==> src/rtl/running_add_if.sv <==
// running_add_if: sample stream in, packed window sums out
interface running_add_if #(
    parameter int DATA_WIDTH = 16,
    parameter int LANES      = 16
);
    logic [DATA_WIDTH-1:0]       i_data;
    logic                        i_data_valid;
    logic [DATA_WIDTH*LANES-1:0] o_data;
    logic                        o_data_valid;

    modport master (output i_data, i_data_valid, input o_data, o_data_valid);
    modport slave  (input i_data, i_data_valid, output o_data, o_data_valid);
endinterface

==> src/rtl/running_add.sv <==
// running_add: sliding-window accumulator giving all 16 trailing-window sums per sample
module running_add #(
    parameter int DATA_WIDTH = 16,
    parameter int LANES      = 16
) (
    input logic          clock,
    input logic          reset,
    running_add_if.slave bus
);
    logic [DATA_WIDTH-1:0]       hist [LANES];
    logic [DATA_WIDTH*LANES-1:0] sums;
    logic [DATA_WIDTH-1:0]       acc;

    // Prefix sums of the incoming sample followed by the pre-shift history, modulo 2^16 per lane
    always_comb begin
        acc  = bus.i_data;
        sums = '0;
        for (int k = 0; k < LANES; k++) begin
            if (k > 0) acc = acc + hist[k-1];
            sums[k*DATA_WIDTH +: DATA_WIDTH] = acc;
        end
    end

    // Shift history and register the window sums on each accepted sample
    always_ff @(posedge clock) begin
        if (!reset) begin
            for (int j = 0; j < LANES; j++) hist[j] <= '0;
            bus.o_data       <= '0;
            bus.o_data_valid <= 1'b0;
        end else begin
            bus.o_data_valid <= bus.i_data_valid;
            if (bus.i_data_valid) begin
                hist[0] <= bus.i_data;
                for (int j = 1; j < LANES; j++) hist[j] <= hist[j-1];
                bus.o_data <= sums;
            end
        end
    end
endmodule

==> src/flat_wrapper.sv <==
// flat-port wrapper written by rule: the top's interface ports become plain ports
module running_add_flat 
#(
    parameter int DATA_WIDTH = 16,
    parameter int LANES      = 16
)
  (clock, reset, bus_i_data, bus_i_data_valid, bus_o_data, bus_o_data_valid);
  running_add_if #(.DATA_WIDTH(DATA_WIDTH), .LANES(LANES)) bus_i ();
  input logic clock;
  input logic reset;
  input wire logic [$bits(bus_i.i_data)-1:0] bus_i_data;
  input wire logic [$bits(bus_i.i_data_valid)-1:0] bus_i_data_valid;
  output wire logic [$bits(bus_i.o_data)-1:0] bus_o_data;
  output wire logic [$bits(bus_i.o_data_valid)-1:0] bus_o_data_valid;
  assign bus_i.i_data = bus_i_data;
  assign bus_i.i_data_valid = bus_i_data_valid;
  assign bus_o_data = bus_i.o_data;
  assign bus_o_data_valid = bus_i.o_data_valid;
  running_add #(.DATA_WIDTH(DATA_WIDTH), .LANES(LANES)) u_core (.clock(clock), .reset(reset), .bus(bus_i));
endmodule
==> config.mk <==
export PLATFORM = sky130hd
export DESIGN_NAME = running_add_flat
export DESIGN_NICKNAME = d
export VERILOG_FILES = /design/src/rtl/running_add_if.sv /design/src/rtl/running_add.sv /design/src/flat_wrapper.sv
export SDC_FILE = /design/constraint.sdc
export NUM_CORES = 1
export LEC_CHECK = 0
export CAP_MARGIN = 20
export CORE_UTILIZATION = 60
export CTS_BUF_LIST = sky130_fd_sc_hd__clkbuf_4 sky130_fd_sc_hd__clkbuf_8 sky130_fd_sc_hd__clkbuf_16
export DETAILED_ROUTE_END_ITERATION = 10
export GPL_ROUTABILITY_DRIVEN = 0
export PLACE_DENSITY_LB_ADDON = 0.05
export RECOVER_POWER = 50
export SYNTH_ARGS = -nofsm -noshare
export SYNTH_HDL_FRONTEND = slang
export SYNTH_SLANG_ARGS = --single-unit
==> constraint.sdc <==
create_clock -name clock -period 35.1 [get_ports clock]
set_input_delay 7.02 -clock clock [delete_from_list [all_inputs] [get_ports clock]]
set_output_delay 7.02 -clock clock [all_outputs]
set_load 0.01 [all_outputs]
==> metrics.md <==
| Metric | Value |
|---|---|
| Seq/Total Area, Yosys | 46.1% |
| Max clock buf depth | 3 |
| Distinct cells, synth | 67 |
| Post-synth EDFFs | 240 |
| Max cap viols | 7 |
| Count of final hold-check violations | 0 |
| Critical path buffers and inverters | 1 |
| Initial antenna violation count | 0 |
| Area Growth Syn to Fin | 18.4% |
| Most frequent cells in the layout | dfxtp_1, edfxtp_1, ha_1, dlygate4sd3_1, nor2_1 |
| Drt total wl | 74.1 mm |
| Slew at the pin closest to its max-slew limit | 5780 ps |
| Worst EP required | 35590 ps |
| 1st-iter DRT viols | 1479 |
| DRT antenna net count | 0 |
| Row cnt | 77 |
| Min-delay src | u_core.bus.o_data[0] |
| Most common cell after layout, fill and taps aside | dfxtp_1 |
| RR Startpoint | u_core.hist[0][0] |
| Final Max Tran Viols | 737 |
| Synthesized flop and latch total | 497 |
| Most frequent CP cell | ha_1 |
| Reg area | 0.0124 mm^2 |
| Yosys warns | 0 |
| DR vias/cell | 6.03 |
| Share of layout cells above drive strength 1 | 4.28% |
| Area leader, netlist | edfxtp_1 |
| CP max-delay cell | a2111oi_0 |
| # nets final | 3074 |
| Core ar. | 0.0441 mm^2 |
| Die H | 213 um |
| Clock skew | 19.8 ps |
| Initial core utilization | 60.8% |
| GRT Overall Usage | 32.5% |
| Final Cycle Share | 62.4% |
| Die area | 0.0455 mm^2 |
| Cells on Worst Hold Path | 1 |
| DR DRC count | 0 |
| Worst Path Arrival | 22390 ps |
| Slowest cell delay on critical path | 640 ps |
| Vias | 20800 |
| Delay-heaviest family, CP | adder cells |
| RR Endpoint | u_core.bus.o_data[255] |
| Syn avg cell area | 10.4 um^2 |
| Startpoint types | input pin |
| Max Fclk | 45.7 MHz |
| First-pass GRT wire length | 114 mm |
| Crit path max fanout | 6 |
| Status | finished, violations left |
| Hold Crit Class | register to register |
| Drt first pass iters | 8 |
| Fin util | 71.9% |
| R2R setup slack | 19650 ps |
| Setup TNS | 0 ps |
| Mapped Nets | 2837 |
| FILL cells | 3280 |
| R2R cell count | 58 |
| Unrepaired setup endpoints after global routing | no |
| Ys flop type | dfxtp_1 |
| Post-DR wirelength/cell | 21.5 um |
| Worst Hold End | u_core.bus.o_data[0] |
| Port Buf Inserts | 275 |
| Post-CTS Hold Buffers | 0 |
| Area of the multi-input gates | 0.0136 mm^2 |
| Diodes inserted | 0 |
| # Post-CTS Setup Buffers | 0 |
| DPL Wire Length | 53.2 mm |
| Failing checks | max-capacitance violations, max-slew violations |
| Chip width | 213 um |
| Crit path kind | input pin to register |
| CP endpoint kind | register |
| Clock buffer count from CTS | 53 |
| Vias in the first global route | 20600 |
| Clk root buf | clkbuf_16 |
| Synth top area share | 26.9% |
| Grt ovf | 0 |
| Clk_lat worst skew | 610 ps |
| PostCTS Resize Cnt | 0 |
| Mapped cell area | 0.0268 mm^2 |
| CTS clk-pin slew, worst paths | 60 ps |
| Max-slew headroom | -285% |
| Synth top area cells | edfxtp_1, dfxtp_1, ha_1 |
| CTS sink cnt | 497 |
| CTS tree | yes |
| Final setup viols | 0 |
| Async set-reset flop share out of synthesis | 0% |
| H-tree depth | 2 |
| Largest net degree at the start of global routing | 128 |
| Boundary pin count | 276 |
| Min cycle time layout | 21900 ps |
| Mapped Cells | 2573 |
[synth_stat cells (71+ instances only)]
| cell type | number |
|---|---|
| ha_1 | 230 |
| nand2_1 | 137 |
| xnor2_1 | 121 |
| nor2b_1 | 98 |
| and3_1 | 162 |
| dfxtp_1 | 257 |
| a21oi_1 | 110 |
| a22o_1 | 120 |
| and2_1 | 85 |
| mux2i_1 | 71 |
| o21ai_0 | 124 |
| nor2_1 | 172 |
| inv_1 | 136 |
| edfxtp_1 | 240 |
| clkbuf_1 | 94 |
[layout make-up]
type	count	share of cell area, %
Multi-Input combinational cell	1837	42.7
Sequential cell	497	38.9
Timing Repair Buffer	284	8.80
Tap cell	592	2.33
Clock buffer	76	4.91
Inverter	137	1.63
Clock inverter	21	0.670
[state kept, by name, indices dropped and copies added, names as in the netlist]
register and flops:
u_core.hist 240, u_core.bus.o_data 256, u_core.bus.o_data_valid 1
[metrics by stage]
stage                     worst slack [ps]  area [um^2]  instances  hold slack, ps
after global routing                 12380        31700       3444             464
after CTS                            13540        31800       3444             452
after detailed placement             12950        30000       3347             438
after global placement               13340        30000       3347             437
after floorplan                      16170        26800       2573             483
final                                13200        31700       3444             450
[logic make-up after synthesis]
kind of cell | synth area share [%]
adders and majority gates | 11.8
xor gates and xnor gates | 5.55
buffers and inverters | 3.34
muxes | 2.73
and+or+nand+nor | 14.5
AOI/OAI and AO/OA | 15.9
DFF | 46.1
[metal layers]
layer | track usage [%] | up-vias | share of wire (%)
li1 | - | 9739 | -
met1 | 39.2 | 10100 | 40
met2 | 57.1 | 738 | 50
met3 | 4.61 | 203 | 5.7
met4 | 15.3 | 0 | 4.4
met5 | 0 | - | 0
[worst max path at each step]
stage | start | endpoint | depth (start not counted)
2_1_floorplan | bus_i_data[0] | u_core.bus.o_data[255] | 60
3_3_place_gp | bus_i_data[0] | u_core.bus.o_data[255] | 60
3_5_place_dp | bus_i_data[0] | u_core.bus.o_data[255] | 59
4_1_cts | bus_i_data[0] | u_core.bus.o_data[255] | 59
5_1_grt | bus_i_data[0] | u_core.bus.o_data[255] | 59
6_report | bus_i_data[0] | u_core.bus.o_data[255] | 59
Power is not shown: default switching activity piles up to over one toggle a cycle in this logic, so the estimate is an artifact.
